$ cat src/rtl/qspi_top_core.sv
// qspi_top_core: SPI/QSPI slave giving an external host access to a mode
// register (reg0, bit0 = qpi_en), a 32-bit GPIO register and two core
// status bits. All host pins are synchronised into clk_i and decoded there.
module qspi_top_core (
  input  logic        clk_i,
  input  logic        rst_i,
  input  logic        fetch_enable_i,
  input  logic        en_ifetch_i,
  input  logic        spi_sclk,
  input  logic        spi_cs,
  output logic [1:0]  spi_mode,
  input  logic        spi_sdi0,
  input  logic        spi_sdi1,
  input  logic        spi_sdi2,
  input  logic        spi_sdi3,
  output logic        spi_sdo0,
  output logic        spi_sdo1,
  output logic        spi_sdo2,
  output logic        spi_sdo3,
  output logic [31:0] gpio_o
);

  typedef enum logic [2:0] {
    ST_IDLE,
    ST_CMD,
    ST_WDATA,
    ST_RDATA,
    ST_IGNORE
  } state_t;

  localparam logic [7:0] CMD_WR_REG0   = 8'h01;
  localparam logic [7:0] CMD_WR_GPIO   = 8'h02;
  localparam logic [7:0] CMD_RD_REG0   = 8'h05;
  localparam logic [7:0] CMD_RD_GPIO   = 8'h07;
  localparam logic [7:0] CMD_RD_STATUS = 8'h09;

  // Synchroniser stages; sclk, cs and sdi all see the same depth so the
  // data nibble stays aligned with the detected sclk edge.
  logic [1:0]  r_sclkSync;
  logic [1:0]  r_csSync;
  logic [3:0]  r_sdiSync0;
  logic [3:0]  r_sdiSync1;
  logic        r_sclkPrev;

  // Transfer state
  state_t      r_state;
  logic [5:0]  r_bitCnt;
  logic [5:0]  r_len;
  logic        r_wrGpio;
  logic [31:0] r_shift;
  logic [31:0] r_rdShift;
  logic [7:0]  r_reg0;
  logic [31:0] r_gpio;
  logic [3:0]  r_sdo;
  logic [1:0]  r_mode;

  logic        w_sclkRise;
  logic        w_sclkFall;
  logic        w_csHigh;
  logic [3:0]  w_sdi;
  logic        w_quad;
  logic [5:0]  w_step;
  logic [5:0]  w_nextCnt;
  logic [31:0] w_shiftIn;

  assign w_sclkRise = r_sclkSync[1] & ~r_sclkPrev;
  assign w_sclkFall = ~r_sclkSync[1] & r_sclkPrev;
  assign w_csHigh   = r_csSync[1];
  assign w_sdi      = r_sdiSync1;
  assign w_quad     = r_reg0[0];
  assign w_step     = w_quad ? 6'd4 : 6'd1;
  assign w_nextCnt  = r_bitCnt + w_step;
  assign w_shiftIn  = w_quad ? {r_shift[27:0], w_sdi} : {r_shift[30:0], w_sdi[0]};

  assign spi_mode = r_mode;
  assign spi_sdo0 = r_sdo[0];
  assign spi_sdo1 = r_sdo[1];
  assign spi_sdo2 = r_sdo[2];
  assign spi_sdo3 = r_sdo[3];
  assign gpio_o   = r_gpio;

  // Two-flop synchronisers plus the delayed sclk used for edge detection
  always_ff @(posedge clk_i) begin
    if (rst_i) begin
      r_sclkSync <= 2'b00;
      r_csSync   <= 2'b11;
      r_sdiSync0 <= 4'h0;
      r_sdiSync1 <= 4'h0;
      r_sclkPrev <= 1'b0;
    end else begin
      r_sclkSync <= {r_sclkSync[0], spi_sclk};
      r_csSync   <= {r_csSync[0], spi_cs};
      r_sdiSync0 <= {spi_sdi3, spi_sdi2, spi_sdi1, spi_sdi0};
      r_sdiSync1 <= r_sdiSync0;
      r_sclkPrev <= r_sclkSync[1];
    end
  end

  // Transfer FSM: command decode, register writes, read shifting and pad mode.
  // A high chip select is checked first so it wins over any pending sclk edge.
  always_ff @(posedge clk_i) begin
    if (rst_i) begin
      r_state   <= ST_IDLE;
      r_bitCnt  <= 6'd0;
      r_len     <= 6'd0;
      r_wrGpio  <= 1'b0;
      r_shift   <= 32'h0;
      r_rdShift <= 32'h0;
      r_reg0    <= 8'h00;
      r_gpio    <= 32'h0;
      r_sdo     <= 4'h0;
      r_mode    <= 2'd0;
    end else begin
      if (!r_reg0[0]) begin
        r_mode <= 2'd0;
      end else if (r_state == ST_RDATA) begin
        r_mode <= 2'd1;
      end else begin
        r_mode <= 2'd2;
      end

      if (w_csHigh) begin
        r_state  <= ST_IDLE;
        r_bitCnt <= 6'd0;
        r_sdo    <= 4'h0;
      end else begin
        case (r_state)
          ST_IDLE: begin
            r_state  <= ST_CMD;
            r_bitCnt <= 6'd0;
            r_shift  <= 32'h0;
            r_sdo    <= 4'h0;
          end
          ST_CMD: begin
            if (w_sclkRise) begin
              r_shift <= w_shiftIn;
              if (w_nextCnt >= 6'd8) begin
                r_bitCnt <= 6'd0;
                case (w_shiftIn[7:0])
                  CMD_WR_REG0: begin
                    r_state  <= ST_WDATA;
                    r_len    <= 6'd8;
                    r_wrGpio <= 1'b0;
                  end
                  CMD_WR_GPIO: begin
                    r_state  <= ST_WDATA;
                    r_len    <= 6'd32;
                    r_wrGpio <= 1'b1;
                  end
                  CMD_RD_REG0: begin
                    r_state   <= ST_RDATA;
                    r_len     <= 6'd8;
                    r_rdShift <= {r_reg0, 24'h0};
                  end
                  CMD_RD_GPIO: begin
                    r_state   <= ST_RDATA;
                    r_len     <= 6'd32;
                    r_rdShift <= r_gpio;
                  end
                  CMD_RD_STATUS: begin
                    r_state   <= ST_RDATA;
                    r_len     <= 6'd8;
                    r_rdShift <= {6'b0, en_ifetch_i, fetch_enable_i, 24'h0};
                  end
                  default: begin
                    r_state <= ST_IGNORE;
                  end
                endcase
              end else begin
                r_bitCnt <= w_nextCnt;
              end
            end
          end
          ST_WDATA: begin
            if (w_sclkRise) begin
              r_shift <= w_shiftIn;
              if (w_nextCnt >= r_len) begin
                if (r_wrGpio) begin
                  r_gpio <= w_shiftIn;
                end else begin
                  r_reg0 <= w_shiftIn[7:0];
                end
                r_state <= ST_IGNORE;
              end else begin
                r_bitCnt <= w_nextCnt;
              end
            end
          end
          ST_RDATA: begin
            if (w_sclkFall) begin
              if (r_bitCnt < r_len) begin
                if (w_quad) begin
                  r_sdo     <= r_rdShift[31:28];
                  r_rdShift <= {r_rdShift[27:0], 4'h0};
                end else begin
                  r_sdo     <= {3'b000, r_rdShift[31]};
                  r_rdShift <= {r_rdShift[30:0], 1'b0};
                end
                r_bitCnt <= w_nextCnt;
              end else begin
                r_sdo   <= 4'h0;
                r_state <= ST_IGNORE;
              end
            end
          end
          ST_IGNORE: begin
            r_sdo <= 4'h0;
          end
          default: begin
            r_state <= ST_IDLE;
          end
        endcase
      end
    end
  end

endmodule

$ cat config.mk
export PLATFORM = sky130hd
export DESIGN_NAME = qspi_top_core
export DESIGN_NICKNAME = d
export VERILOG_FILES = /design/src/rtl/qspi_top_core.sv
export SDC_FILE = /design/constraint.sdc
export NUM_CORES = 1
export LEC_CHECK = 0
export ABC_AREA = 0
export CORE_MARGIN = 3
export CORE_UTILIZATION = 45
export DETAILED_ROUTE_END_ITERATION = 12
export PLACE_DENSITY_LB_ADDON = 0.08
export SYNTH_ARGS = -nofsm -noshare
export SYNTH_HDL_FRONTEND = slang
export SYNTH_SLANG_ARGS = --single-unit
$ cat constraint.sdc
create_clock -name clk_i -period 5.35 [get_ports clk_i]
set_input_delay 0.8025 -clock clk_i [delete_from_list [all_inputs] [get_ports clk_i]]
set_output_delay 0.8025 -clock clk_i [all_outputs]
set_load 0.005 [all_outputs]
==> impl_metrics.yaml <==
outcome:
  status: "completed"
synth:
  count_of_flip_flops_with_a_built_in_enable_after_synthesis: 0
  synth-seq-cells: 134
  synth_cells: 766
  share_of_the_yosys_chip_area_belonging_to_registers: 0.396
  synth_nets: 782
  main_flop_type_after_synthesis: "sky130_fd_sc_hd__dfxtp_1"
  ys_types: 68
  yosysWarningCount: 0
  syn_area_per_cell_um2: 8.84
  cell_area_synth_um2: 6770
  synth-async-reset-ratio: 0
clock_network:
  clock_latency_ps: 430
  ctsLongestPathBuffers: 2
  clockRootBuffer: "sky130_fd_sc_hd__clkbuf_16"
  post_cts.resized_instances: 0
  cts_hold_bufs: 0
  number_of_buffers_added_by_the_clock_tree_synthesis_step: 17
  postCtsSetupRepairBufs: 0
  cts_tree: "built"
  cts_sinks: 134
  ctsHtreeMaxLevel: 4
  clkTransAtPathRegs_ps: 60
timing:
  setup_viol: 0
  final_hold_viol_count: 0
  whs_ps: 418
  grt_setup_unrepaired: "no"
  max_freq_ghz: 0.273
  skew_ps: 12.1
  report.final.slew_viol_count: 0
  period_needed_ps: 3660
  timing.setup.tns_ps: 0
  finalCritPeriodShare: 0.685
  worst-slew-pin-transition_ps: 1320
  worst_relative_slew_slack: 0.116
detailed_routing:
  final_antenna_net_count: 0
  route.detailed.drc: 0
  detailedRoute.firstPassIterationCount: 5
  route.vias.total: 6106
  routed_wire_length_per_instance_um: 19.8
  route.detailed.vias_per_inst: 6.27
  highest_layer: "met4"
  met3WireLength_mm: 1.11
  dr_wl_met2_mm: 8.59
  routedLengthMet1_mm: 9.30
  finalWirelength_mm: 19.3
  drt_first_iter_violations: 641
power:
  power.share.switching: 0.240
  power.static_leakage_uw: 0.00229
  power-per-cell-area_nw_per_um2: 281
  irDropWorstVdd_mv: 0.264
  power_frac_clock: 0.516
  p_int_uw: 1670
  total_power_uw: 2200
  power.share.combinational: 0.025
  p_seq_frac: 0.460
  switching_power_uw: 527
worst_setup_path:
  endpoint_kind: "flop"
  timing.critical_path.fanout_max: 39
  critical_path_class: "reg2reg"
  cp_data_required_time_ps: 5680
  timing.critical_path.from_type: "flop"
  crit_path_arrival_time_ps: 4000
placed_design:
  post-dp-hpwl_mm: 12.7
  place_congestion: 0.919
  detailed_place.area_um2: 7250
  port-buffer-count: 47
layout:
  antennaDiodeCount: 0
  storage_element_area_um2: 2690
  mostFrequentLayoutCells: "sky130_fd_sc_hd__dfxtp_1, sky130_fd_sc_hd__nand2_1, sky130_fd_sc_hd__mux2i_1"
  layout_commonest_cell: "sky130_fd_sc_hd__dfxtp_1"
  num-nets-final: 793
  finish.instance_area_um2: 7820
  area_growth_syn_to_layout_pct: 15.6
  drive_above_1_share: 0.119
  final.fill_count: 1327
  final_core_utilization: 0.534
  multi_input_comb_area_um2: 3760
flow_run:
  max_cap_viol_count: 0
global_routing:
  grt_pass1_wl_mm: 31.1
  largest_net_degree_at_the_start_of_global_routing: 54
  track_usage: 0.235
  grt-ovfl-total: 0
  grt_pass1_vias: 5780
  grt_antenna_before_repair: 0
floorplanning:
  die_height_um: 129
  std_cell_rows: 44
  fp.coreArea_um2: 14600
  start_util: 0.462
  pin_count: 48
  floorplan.die_area_um2: 16500
  chipWidth_um: 129
hold_path:
  timing.hold.worst.class: "reg2reg"
metrics by stage:
stage          setup slack, ps  cells
2_1_floorplan             2340    766
3_3_place_gp              1920    942
3_5_place_dp              1800    942
4_1_cts                   1790    974
5_1_grt                   1410    974
6_report                  1690    974
synthesized netlist by cell type, types with 4 or more instances:
master | count | area, um2
sky130_fd_sc_hd__a211oi_1 | 50 | 375
sky130_fd_sc_hd__nor3_2 | 4 | 40.0
sky130_fd_sc_hd__nor3_1 | 10 | 50.1
sky130_fd_sc_hd__mux2_2 | 24 | 270
sky130_fd_sc_hd__inv_1 | 8 | 30.0
sky130_fd_sc_hd__ha_1 | 6 | 75.1
sky130_fd_sc_hd__clkbuf_1 | 34 | 128
sky130_fd_sc_hd__or3_1 | 4 | 25.0
sky130_fd_sc_hd__a21oi_1 | 59 | 295
sky130_fd_sc_hd__nand3b_1 | 6 | 45.0
sky130_fd_sc_hd__buf_4 | 5 | 37.5
sky130_fd_sc_hd__nor2_1 | 43 | 161
sky130_fd_sc_hd__a22oi_1 | 13 | 97.6
sky130_fd_sc_hd__nand2_1 | 82 | 308
sky130_fd_sc_hd__xnor2_1 | 5 | 43.8
sky130_fd_sc_hd__dfxtp_1 | 134 | 2680
sky130_fd_sc_hd__o21ai_0 | 12 | 60.1
sky130_fd_sc_hd__buf_2 | 20 | 100
sky130_fd_sc_hd__mux2i_1 | 65 | 651
sky130_fd_sc_hd__o31ai_1 | 5 | 37.5
sky130_fd_sc_hd__a31oi_1 | 48 | 300
sky130_fd_sc_hd__nand3_1 | 29 | 145
sky130_fd_sc_hd__o211ai_1 | 5 | 37.5
sky130_fd_sc_hd__or2_2 | 4 | 25.0
sky130_fd_sc_hd__nand2b_1 | 6 | 37.5
sky130_fd_sc_hd__nor2b_1 | 16 | 100
path summary, 6_finish.rpt:
| path | cells after the start | to | slack (ps) | startpoint |
|---|---|---|---|---|
| setup / recovery | 8 | gpio_o[4]$_SDFFE_PP0P_ | 1690 | r_reg0[0]$_SDFFE_PP0P_ |
| hold / removal | 1 | r_csSync[1]$_SDFF_PP1_ | 420 | r_csSync[0]$_SDFF_PP1_ |
| setup reg to reg | 8 | gpio_o[4]$_SDFFE_PP0P_ | 1690 | r_reg0[0]$_SDFFE_PP0P_ |
| hold reg to reg | 1 | r_csSync[1]$_SDFF_PP1_ | 420 | r_csSync[0]$_SDFF_PP1_ |
kinds of logic after synthesis:
group | count (synthesis) | synth area share
adder cells (fa/ha/maj) | 6 | 0.0111
XOR/XNOR | 5 | 0.00647
AND/OR/NAND/NOR | 223 | 0.164
multiplexers | 92 | 0.142
flip-flops | 134 | 0.396
AO/OA/AOI/OAI | 232 | 0.229
buffers and inverters | 74 | 0.0508
layout make-up:
| class | count | area share |
|---|---|---|
| Multi-Input combinational cell | 558 | 0.481 |
| Sequential cell | 134 | 0.343 |
| Timing Repair Buffer | 56 | 0.0685 |
| Clock buffer | 18 | 0.0549 |
| Tap cell | 184 | 0.0294 |
| Clock inverter | 14 | 0.0178 |
| Inverter | 10 | 0.00480 |
power groups by stage:
stage | combinational [uW] | clock (uW) | sequential (uW)
floorplan | 40.5 | 0 | 1030
global placement | 53.0 | 0 | 1030
detailed placement | 53.5 | 0 | 1030
CTS | 53.9 | 1150 | 1010
global route | 58.9 | 1190 | 1010
finish | 53.9 | 1130 | 1010
flip-flops by register name, indices dropped and copies added, names as in the netlist, 2 cells and up:
register,flops
r_sdo,4
r_sdiSync1,4
r_bitCnt,6
r_state,3
r_csSync,2
r_len,2
gpio_o,32
r_rdShift,32
r_reg0,8
r_sclkSync,2
r_shift,31
spi_mode,2
r_sdiSync0,4
worst max-delay path, stage by stage (launching register included):
cell and delay [ps]:
sky130_fd_sc_hd__dfxtp_4 730, sky130_fd_sc_hd__ha_1 390, sky130_fd_sc_hd__a31o_2 300, sky130_fd_sc_hd__xnor2_1 130, sky130_fd_sc_hd__ha_1 290, sky130_fd_sc_hd__nand4_1 150, sky130_fd_sc_hd__a31oi_2 1090, sky130_fd_sc_hd__a31oi_1 200
sky130_fd_sc_hd__a211oi_1 270
routing by layer:
layer / up-vias / track usage
met3: 25 / 0.0448
met2: 215 / 0.345
met4: 0 / 0.0747
met5: - / 0
met1: 2981 / 0.347
li1: 2885 / -
Note: power is estimated with default switching activity, not from simulation.
